$ cat config.mk
export PLATFORM = sky130hd
export DESIGN_NAME = hamming_serial_rx
export DESIGN_NICKNAME = d
export VERILOG_FILES = /design/src/rtl/hamming_pkg.sv /design/src/rtl/hamming_correct.sv /design/src/rtl/hamming_serial_rx.sv
export SDC_FILE = /design/constraint.sdc
export NUM_CORES = 1
export LEC_CHECK = 0
export BUFFER_PORTS_ARGS = -buffer_cell sky130_fd_sc_hd__buf_2
export CORE_UTILIZATION = 45
export DETAILED_ROUTE_END_ITERATION = 8
export GPL_ROUTABILITY_DRIVEN = 0
export GPL_TIMING_DRIVEN = 0
export MAX_ROUTING_LAYER = met4
export PLACE_DENSITY = 0.64
export SLEW_MARGIN = 20
export SYNTH_ARGS = -nofsm -noshare
export SYNTH_HDL_FRONTEND = slang
export SYNTH_SLANG_ARGS = --single-unit
export TNS_END_PERCENT = 100
$ cat constraint.sdc
create_clock -name clk -period 4.9 [get_ports clk]
set_input_delay 0.245 -clock clk [delete_from_list [all_inputs] [get_ports clk]]
set_output_delay 0.245 -clock clk [all_outputs]
set_load 0.03 [all_outputs]
$ cat src/rtl/hamming_pkg.sv
// Shared widths and FSM state type for the serial Hamming(7,4) receiver.
package hamming_pkg;

   localparam int unsigned CW_W   = 7;
   localparam int unsigned DATA_W = 4;
   localparam int unsigned SYN_W  = 3;
   localparam int unsigned POS_W  = 3;

   typedef enum logic {
      IDLE = 1'b0,
      RECV = 1'b1
   } rx_state_t;

endpackage

$ cat src/rtl/hamming_correct.sv
// Combinational Hamming(7,4) syndrome, single-bit correction and data extraction.
// Codeword layout: c0=p1, c1=p2, c2=d0, c3=p4, c4=d1, c5=d2, c6=d3.
module hamming_correct
   import hamming_pkg::*;
(
   input  logic [CW_W-1:0]   cw,
   output logic [DATA_W-1:0] data_c,
   output logic [SYN_W-1:0]  syn_c,
   output logic              corr_c
);

   // Syndrome k points at bit c(k-1); only data positions 3,5,6,7 affect the nibble.
   always_comb begin
      syn_c  = {cw[3] ^ cw[4] ^ cw[5] ^ cw[6],
                cw[1] ^ cw[2] ^ cw[5] ^ cw[6],
                cw[0] ^ cw[2] ^ cw[4] ^ cw[6]};
      corr_c = |syn_c;
      data_c = {cw[6] ^ (syn_c == SYN_W'(7)),
                cw[5] ^ (syn_c == SYN_W'(6)),
                cw[4] ^ (syn_c == SYN_W'(5)),
                cw[2] ^ (syn_c == SYN_W'(3))};
   end

endmodule

$ cat src/rtl/hamming_serial_rx.sv
// Serial Hamming(7,4) receiver: assembles LSB-first codewords, corrects single
// bit errors and presents the nibble through a one-entry valid/ready register.
module hamming_serial_rx
   import hamming_pkg::*;
#(
   parameter int unsigned CNT_W = 8
) (
   input  logic              clk,
   input  logic              rst_n,
   input  logic              ena,
   input  logic              bit_in,
   input  logic              bit_valid,
   input  logic              sync,
   output logic [DATA_W-1:0] data_out,
   output logic              data_valid,
   input  logic              data_ready,
   output logic              err_corr,
   output logic [SYN_W-1:0]  err_syn,
   output logic [CNT_W-1:0]  err_cnt,
   output logic              overrun
);

   localparam logic [POS_W-1:0] LAST_POS = POS_W'(CW_W - 1);

   rx_state_t          state, state_n;
   logic [POS_W-1:0]   count, count_n;
   logic [CW_W-1:0]    sr, sr_n;
   logic               complete_c;
   logic [DATA_W-1:0]  fix_data_c;
   logic [SYN_W-1:0]   fix_syn_c;
   logic               fix_corr_c;
   logic               handshake_c;
   logic               load_c;

   // Framing state, bit position and assembly register.
   always_ff @(posedge clk or negedge rst_n) begin
      if (!rst_n) begin
         state <= IDLE;
         count <= '0;
         sr    <= '0;
      end else begin
         state <= state_n;
         count <= count_n;
         sr    <= sr_n;
      end
   end

   // Next-state: sync always restarts a frame; the 7th bit completes and re-arms RECV.
   always_comb begin
      state_n    = state;
      count_n    = count;
      sr_n       = sr;
      complete_c = 1'b0;
      if (!ena) begin
         state_n = IDLE;
         count_n = '0;
      end else if (bit_valid) begin
         if (sync) begin
            sr_n[0] = bit_in;
            count_n = POS_W'(1);
            state_n = RECV;
         end else if (state == RECV) begin
            for (int i = 0; i < int'(CW_W); i++) begin
               if (count == POS_W'(i)) sr_n[i] = bit_in;
            end
            if (count == LAST_POS) begin
               count_n    = '0;
               complete_c = 1'b1;
            end else begin
               count_n = count + POS_W'(1);
            end
         end
      end
   end

   // The completing bit is already merged into sr_n, so correct that word directly.
   hamming_correct u_correct (
      .cw     (sr_n),
      .data_c (fix_data_c),
      .syn_c  (fix_syn_c),
      .corr_c (fix_corr_c)
   );

   assign handshake_c = data_valid & data_ready;
   assign load_c      = complete_c & (~data_valid | data_ready);

   // One-entry output register with error statistics and sticky overrun.
   always_ff @(posedge clk or negedge rst_n) begin
      if (!rst_n) begin
         data_out   <= '0;
         data_valid <= 1'b0;
         err_corr   <= 1'b0;
         err_syn    <= '0;
         err_cnt    <= '0;
         overrun    <= 1'b0;
      end else if (load_c) begin
         data_out   <= fix_data_c;
         err_syn    <= fix_syn_c;
         err_corr   <= fix_corr_c;
         data_valid <= 1'b1;
         if (fix_corr_c && (err_cnt != {CNT_W{1'b1}})) begin
            err_cnt <= err_cnt + CNT_W'(1);
         end
      end else if (complete_c) begin
         overrun <= 1'b1;
      end else if (handshake_c) begin
         data_valid <= 1'b0;
      end
   end

endmodule
==> impl_metrics.toml, run 1 <==
[clock_network]
clkLatencyLatePin_ps = 280
cts_tree = "yes"
cts.path.max_buffers = 2
numCtsBuffers = 5
hold_buffers = 0
cts.repair.resized = 0
root_buffer = "clkbuf_8"
clkTransAtPathRegs_ps = 60
postCtsSetupBuffers = 0
cts.sinks = 29
h-tree-depth = 2

[global_route]
grt.total_usage_pct = 20.1
grt_pass1_wl_mm = 6.33
grt_max_degree = 30
first_global_vias = 1386
overflow = 0
antenna_found_initial = 0

[synth]
synth_top_area_share_pct = 39.4
avgSynthCellArea_sq_um = 10.0
synth_area_sq_um = 1840
synth_cell_types = 58
yosysTopAreaCell = "dfrtp_1"
ys_seq_area_share_pct = 39.4
netlist_instances = 184
synth.net_count = 193
synth_most_common_cell = "dfrtp_1"
muxShareOfSynthArea_pct = 7.61
ys_ff_latch = 29
synthAdderAreaFrac_pct = 1.36
yosys.area_share.simple_pct = 19.2
synth_warnings = 0
async_reset_ff_share_pct = 100
synthTopCellsByCount = "29 x dfrtp_1, 17 x nand2_1, 14 x o21ai_0"
synth_top_family_by_area = "simple AND/OR/NAND/NOR gates"
yosys-top-cells-area = "dfrtp_1 39%, xnor2_1 6.2%, mux2i_1 4.3%, o21ai_0 3.8%, nand2_1 3.5%"
synth-compound-area-share_pct = 17.3
synth_edf_count = 0
synth_ff_type = "dfrtp_1"
synth_xor_xnor_area_share_pct = 10.3

[critical_path]
crit_arrival_ps = 2890
r2r-end = "err_cnt[1]$_DFFE_PN0P_"
crit_slowest_cell = "dfrtp_1"
cp-startpoint = "count[2]$_DFFE_PN0P_"
critical_path.top_delay_family = "compound AO/OA/AOI/OAI gates"
worst_setup_path_end_kind = "register"
reg2reg_depth = 10
crit_chain = "buf_4, inv_2, ha_1, inv_1, o221a_2, nor3_1, o2111ai_1, a21boi_4, or2_4, mux2_1"
required_ps = 5060
worstPathMaxFanout = 10
r2r_setup_slack_ps = 2170
slowest_delay_ps = 430
cp-start-kind = "register"
rr_startpoint = "count[2]$_DFFE_PN0P_"
critPathKind = "reg2reg"
path_buf_inv = 3

[cells_and_area]
fin_nets = 220
final_cells = 259
diodes = 0
final-seq-area_sq_um = 726
area_delta_synth_final_pct = 13.4
fillCellCount = 356
drive_above_1_share_pct = 23.2
multi_input_area_sq_um = 1020
final_cell_area_sq_um = 2090

[detailed_routing]
drtAntennaViolNets = 0
via_per_inst = 5.61
drt-initial-drc-count = 50
firstDrtPassIters = 4
wl_per_cell_microns = 14.4
via_count = 1452
drc = 0
routed_wl_mm = 3.72

[placement]
portBuffers = 20
dp_hpwl_mm = 2.72
dp.cells = 252
dpl_cell_area_sq_um = 2000

[floorplanning]
core_area_sq_um = 3800
fp.dieH_microns = 66.0
rows = 22
initial_utilization_pct = 48.5
design.die.area_sq_um = 4350
ios = 25
die_w_microns = 66.0

[status]
violations = "hold timing"
status = "complete, but fails checks"

[sta]
max_freq_ghz = 0.366
fin_crit_ps = 2730
rsz0062_at_grt = "false"
worst_clock_skew_ps = 6.94
setup_violations = 0
hold_viol = 29
fin_crit_sh_pct = 55.7
slew_headroom_pct = 57.2
tightest_slew_ps = 642
report.final.slew_viol_count = 0
hold-worst-slack_ps = -17.7
finalSetupTns_ps = 0

[pwr]
p_per_area_nw_per_um2 = 243
power_mw = 0.507
p_leak_nw = 0.963
ir_drop_uv = 106

[run]
maxCapViolations = 0

[worst_hold_path]
hp-class = "in2async"
[report_power, final]
part,leakage [nW],total (mW),internal (mW),switching [mW]
clock,0.0443,0.199,0.111,0.0878
combinational,0.529,0.0606,0.0256,0.0351
sequential,0.389,0.247,0.244,0.00358
[worst max path at each step]
stage                                  end  slack, ps  cells after the start
floorplan           err_cnt[1]$_DFFE_PN0P_       2410                      8
global placement    err_cnt[1]$_DFFE_PN0P_       2260                     10
detailed placement  err_cnt[1]$_DFFE_PN0P_       2180                     10
CTS                 err_cnt[1]$_DFFE_PN0P_       2170                     10
global route        err_cnt[1]$_DFFE_PN0P_       1990                     10
finish              err_cnt[1]$_DFFE_PN0P_       2170                     10
[placed cells by master (no fill, tap or decap), types with 4 or more instances in the layout]
cell	count
a21oi_1	6
buf_2	24
clkbuf_8	6
dfrtp_1	29
inv_1	8
mux2i_1	8
nand2_1	17
nand2b_1	4
nand3_1	5
nor2_1	4
nor3_1	5
o21ai_0	14
o31ai_1	5
xnor2_1	13
xor2_1	6
[routing by layer]
metal / up-vias / wire [microns] / global-route usage [%] / share of wire [%]
li1: 717 / - / - / -
met1: 702 / 1870 / 26.2 / 50
met2: 26 / 1680 / 30.1 / 45
met3: 7 / 129 / 5.17 / 3.5
met4: 0 / 41 / 7.18 / 1.1
met5: - / 0 / - / 0
[state kept, by name, summed over array words and instances (netlist names)]
| register | count |
|---|---|
| sr | 7 |
| state | 1 |
| data_out | 4 |
| err_syn | 3 |
| err_cnt | 8 |
| overrun | 1 |
| data_valid | 1 |
| err_corr | 1 |
| count | 3 |
[cell families (layout without fill, tap and decap cells)]
logic type      count (synthesis)  count (layout)
fa+ha+maj                       2               2
compound gates                 44              44
xor+xnor                       20              20
mux                            13              13
buf+inv                        18              45
simple gates                   58              58
flops                          29              29
[area by class of cell]
class                   count  area share [%]
plain buffers               9            2.76
clock buffers               7            4.13
inverters                   9            1.62
multi-input cells         137            49.1
flip-flops and latches     29            34.8
well taps                  48            2.88
repair buffers             20            4.79
[per-stage QoR]
stage	util (%)	hold slack (ps)	worst slack, ps
floorplan	-	-50.6	2410
global placement	52.7	299	2260
detailed placement	52.7	314	2180
CTS	55.0	10.6	2170
global route	55.0	44.4	1990
finish	55.0	-17.7	2170
No activity file was read; power rests on OpenSTA's default activity.
==> run 2, diff against run 1 <==
- PLACE_DENSITY: 0.64 -> 0.66
- clock period: 4.9 -> 2.5 ns (I/O delays scaled with it)
==> run 2 against run 1 <==
  * Cell area rose by 10%
  * Global-route usage up 0.29 points
  * The flow finishes with violations (setup timing)
  * Non-clock buffer count increased by 13
  * Setup slack worse by 2200 ps
  * Critical path depth is 2 higher
  * Sequential power increased by 96%
  * Highest routed layer unchanged
  * Flip-flop and latch count is the same
  * Cell count up 5.4%
  * Via count is 5.6% higher
  * Clock skew down 1.7 ps
  * Sequential share of layout area decreased by 3.1 points
  * Register-to-register slack worse by 2200 ps
==> impl_metrics.toml, run 2 (synthesis gave the netlist of run 1 again) <==
[status]
status = "complete, but fails checks"
violations = "setup timing"

[sta]
layout_setup_ws_ps = -68.4
fin_crit_sh_pct = 103
finalSetupTns_ps = -86.4
report.final.slew_viol_count = 0
max_freq_ghz = 0.389
slew_headroom_pct = 51.4
worst_clock_skew_ps = 5.26
fin_crit_ps = 2570
tightest_slew_ps = 728
rsz0062_at_grt = "true"
setup_violations = 2
hold_viol = 0

[cells_and_area]
top_register = "err_cnt"
largest_reg_flops = 8
fillCellCount = 321
final_cell_area_sq_um = 2300
final-seq-area_sq_um = 727
reg_top3 = "err_cnt: 8 flops, sr: 7 flops, data_out: 4 flops"
mostFrequentLayoutCells = "28 x dfrtp_1, 24 x buf_2, 17 x nand2_1"
layout_commonest_cell = "dfrtp_1"
diodes = 0
drive_above_1_share_pct = 34.2
multi_input_area_sq_um = 1120
area_delta_synth_final_pct = 24.7
fin_nets = 233

[worst_hold_path]
hold_start = "sync"
hp-class = "in2reg"
holdPathStages = 3
whs_endpoint = "state$_DFFE_PN0P_"

[detailed_routing]
firstDrtPassIters = 4
routed_wl_mm = 4.10
via_per_inst = 5.62
via_count = 1533
drt-initial-drc-count = 65
drc = 0
drtAntennaViolNets = 0
wl_per_cell_microns = 15.0

[placement]
portBuffers = 20
dp_hpwl_mm = 2.73
dpl_cell_area_sq_um = 2000

[pwr]
p_leak_nw = 1.04
ir_drop_uv = 253
power_mw = 1.02
p_per_area_nw_per_um2 = 444

[global_route]
grt_max_degree = 30
overflow = 0
first_global_vias = 1410
grt.total_usage_pct = 20.4
grt_pass1_wl_mm = 6.45
antenna_found_initial = 0

[run]
maxCapViolations = 0

[floorplanning]
rows = 22
fp.dieH_microns = 66.0
die_w_microns = 66.0
ios = 25
initial_utilization_pct = 48.5
design.die.area_sq_um = 4350
core_area_sq_um = 3800

[clock_network]
clkLatencyLatePin_ps = 290
h-tree-depth = 2
cts.path.max_buffers = 2
root_buffer = "clkbuf_8"
cts.sinks = 29
clkTransAtPathRegs_ps = 60
numCtsBuffers = 5
cts_tree = "yes"

[critical_path]
cp-start-kind = "register"
r2r-end = "err_cnt[7]$_DFFE_PN0P_"
reg2reg_depth = 12
required_ps = 2710
worst_setup_path_end_kind = "register"
rr_startpoint = "count[0]$_DFFE_PN0P_"
r2r_setup_slack_ps = -70
critPathKind = "reg2reg"
worstPathMaxFanout = 10
crit_arrival_ps = 2780
run 2: what timing repair did:
action	in CTS	in global routing
endpoints found under the setup margin	5	9
setup buffers	6	6
resized for setup	5	16
endpoints found under the hold margin	29	0
pin swaps	5	5
hold buffers	1	0
run 2: worst max path at each step:
stage / to / cells past startpoint / from / slack, ps
4_1_cts: err_cnt[4]$_DFFE_PN0P_ / 11 / count[0]$_DFFE_PN0P_ / -7
3_3_place_gp: err_cnt[1]$_DFFE_PN0P_ / 8 / count[0]$_DFFE_PN0P_ / -130
6_report: err_cnt[7]$_DFFE_PN0P_ / 12 / count[0]$_DFFE_PN0P_ / -70
5_1_grt: err_cnt[7]$_DFFE_PN0P_ / 12 / count[0]$_DFFE_PN0P_ / -170
2_1_floorplan: err_cnt[1]$_DFFE_PN0P_ / 8 / count[0]$_DFFE_PN0P_ / 10
3_5_place_dp: err_cnt[1]$_DFFE_PN0P_ / 10 / count[2]$_DFFE_PN0P_ / -210
run 2: per-stage QoR:
step / util, % / setup WS (ps) / cells / hold WS [ps]
2_1_floorplan: - / 9.90 / 184 / -171
3_3_place_gp: 52.7 / -130 / 252 / 184
3_5_place_dp: 52.7 / -205 / 252 / 194
4_1_cts: 56.8 / -7.31 / 267 / 152
5_1_grt: 60.5 / -174 / 273 / 177
6_report: 60.5 / -68.4 / 273 / 151
run 2: worst max-delay path: stages (launching register included):
cell	delay (ps)
dfrtp_1	360
buf_4	170
and2_1	170
ha_1	200
inv_2	90
xnor2_1	100
o21a_1	220
buf_4	160
o2111ai_4	220
a21boi_4	100
buf_6	150
nor4_1	400
xnor2_1	160
run 2: report_power, final:
group	leakage (nW)	internal (mW)	switching, mW
clock network	0.0439	0.192	0.189
logic	0.609	0.0721	0.0837
registers	0.388	0.477	0.00623
run 2: cell type report:
| cell class | count | area share, % |
|---|---|---|
| plain buffers | 9 | 2.51 |
| clock buffers | 5 | 3.00 |
| clock inverters | 3 | 0.763 |
| inverters | 9 | 1.47 |
| multi-input cells | 137 | 49.0 |
| flip-flops and latches | 29 | 31.6 |
| well taps | 48 | 2.61 |
| repair buffers | 33 | 9.04 |
run 2: per-layer routing:
layer	part of all wire, %	wire length, microns	vias up	GRT usage [%]
met4	1.3	53	0	7.71
met5	0	0	-	-
li1	-	-	744	-
met3	4.4	180	7	5.17
met1	46	1880	738	26.4
met2	48	1980	44	30.6
==> run 3, diff against run 2 <==
- CORE_MARGIN: default -> 2
- CTS_BUF_LIST: default -> sky130_fd_sc_hd__clkbuf_8
==> run 3 against run 2 <==
  * The run now ends clean
  * Combinational power barely moved
  * Clock-buffer cell count is 2 higher
  * Wire length grew 4.8%
  * Critical endpoint is now err_cnt[1]$_DFFE_PN0P_
  * Utilization shrank 1.4 points
  * Cell area increased by 2.1%
==> impl_metrics.toml, run 3 (synthesis gave the netlist of run 1 again) <==
[status]
status = "finished, final reports clean"

[detailed_routing]
drtAntennaViolNets = 0
drc = 0
routed_wl_mm = 4.29
drt-initial-drc-count = 92
via_count = 1590
firstDrtPassIters = 4
wl_per_cell_microns = 15.3
via_per_inst = 5.66

[pwr]
power.switching_mw = 0.274
ir_drop_uv = 329
p_leak_nw = 1.07
p_comb_share_pct = 14.8
p_per_area_nw_per_um2 = 459
pwr-share-seq_pct = 45.0
internal-power_mw = 0.803
swShare_pct = 25.4
power_mw = 1.08
p_clk_share_pct = 40.2

[clock_network]
cts.path.max_buffers = 2
root_buffer = "clkbuf_8"
cts.sinks = 29
clkTransAtPathRegs_ps = 60
h-tree-depth = 2
cts_tree = "yes"
numCtsBuffers = 5
clkLatencyLatePin_ps = 290

[cells_and_area]
drive_above_1_share_pct = 36.4
fin_nets = 239
largest_reg_flops = 8
reg_top3 = "err_cnt: 8 flops, sr: 7 flops, data_out: 4 flops"
fin_util_pct = 59.0
diodes = 0
mostFrequentLayoutCells = "27 x dfrtp_1, 24 x buf_2, 18 x buf_4"
area_delta_synth_final_pct = 27.3
layout_commonest_cell = "dfrtp_1"
top_register = "err_cnt"
final_cell_area_sq_um = 2340
final_cells = 281

[critical_path]
r2r-end = "err_cnt[1]$_DFFE_PN0P_"
worst_setup_path_end_kind = "register"
crit_arrival_ps = 2670
crit_chain = "buf_6, nor4b_4, o21bai_1, a221o_1, a2111o_1, a21boi_4, or2_4, mux2_4"
cp-start-kind = "register"
r2r_setup_slack_ps = 4
path_buf_inv = 1
required_ps = 2670
slowest_delay_ps = 420
worstPathMaxFanout = 5
critPathKind = "reg2reg"
critical_path.top_delay_family = "compound AO/OA/AOI/OAI gates"
rr_startpoint = "count[0]$_DFFE_PN0P_"
crit_slowest_cell = "a2111o_1"
reg2reg_depth = 8

[floorplanning]
design.die.area_sq_um = 4620
rows = 23
ios = 25
die_w_microns = 68.0
fp.dieH_microns = 68.0
initial_utilization_pct = 46.4
core_area_sq_um = 3970

[worst_hold_path]
hold_start = "sync"
whs_endpoint = "state$_DFFE_PN0P_"
holdPathStages = 3
hp-class = "in2reg"

[placement]
dp_hpwl_mm = 2.74
dp.cells = 254
dpl_cell_area_sq_um = 2000
dp_slack_ps = -203
portBuffers = 20

[global_route]
grt_max_degree = 30
antenna_found_initial = 0
grt_pass1_wl_mm = 6.66
first_global_vias = 1469
overflow = 0
grt.total_usage_pct = 20.2

[sta]
max_freq_ghz = 0.401
layout_setup_ws_ps = 3.81
rsz0062_at_grt = "true"
hold-worst-slack_ps = 144
worst_clock_skew_ps = 3.90
slew_headroom_pct = 56.0
fin_crit_sh_pct = 99.8
finalSetupTns_ps = 0
tightest_slew_ps = 661
hold_viol = 0
setup_violations = 0
fin_crit_ps = 2500
report.final.slew_viol_count = 0

[run]
maxCapViolations = 0
-- run 3: worst max path at each step --
stage,start,cells past startpoint,slack (ps),end
after CTS,count[0]$_DFFE_PN0P_,10,2,err_cnt[1]$_DFFE_PN0P_
final,count[0]$_DFFE_PN0P_,8,4,err_cnt[1]$_DFFE_PN0P_
after global placement,count[2]$_DFFE_PN0P_,10,-200,err_cnt[1]$_DFFE_PN0P_
after global routing,count[0]$_DFFE_PN0P_,11,-100,err_cnt[6]$_DFFE_PN0P_
after detailed placement,count[2]$_DFFE_PN0P_,10,-200,err_cnt[1]$_DFFE_PN0P_
after floorplan,count[0]$_DFFE_PN0P_,8,10,err_cnt[1]$_DFFE_PN0P_
-- run 3: metal layers --
| layer | global-route usage [%] | part of all wire (%) | vias up |
|---|---|---|---|
| met5 | - | 0 | - |
| met4 | 8.50 | 2.4 | 0 |
| met3 | 5.26 | 3.7 | 11 |
| met2 | 32.8 | 51 | 35 |
| met1 | 23.6 | 42 | 787 |
| li1 | - | - | 757 |
-- run 3: cell type report --
type | count | area [sq um]
Buffer | 9 | 71.3
Clock buffer | 7 | 96.3
Clock inverter | 1 | 5.00
Fill cell | 364 | 1630
Inverter | 9 | 33.8
Multi-Input combinational cell | 137 | 1100
Sequential cell | 29 | 728
Tap cell | 50 | 62.6
Timing Repair Buffer | 39 | 243
-- run 3: timing repair --
item	4_1_cts	5_1_grt
hold buffers	1	0
setup endpoints to repair	6	12
gates cloned	0	1
pin swaps	7	7
setup buffers	7	10
resized for setup	7	17
endpoints found under the hold margin	29	0
-- run 3: worst register-to-register path, cell delays in order, from the launching register on --
cell	delay [ps]
dfrtp_1	390
buf_6	140
nor4b_4	320
o21bai_1	90
a221o_1	350
a2111o_1	420
a21boi_4	220
or2_4	160
mux2_4	290
-- run 3: power by group through the flow --
stage	sequential, mW	clock, mW	combinational, mW
3_3_place_gp	0.492	0	0.119
3_5_place_dp	0.492	0	0.121
4_1_cts	0.483	0.439	0.136
6_report	0.484	0.432	0.159
5_1_grt	0.486	0.459	0.175
2_1_floorplan	0.491	0	0.0901
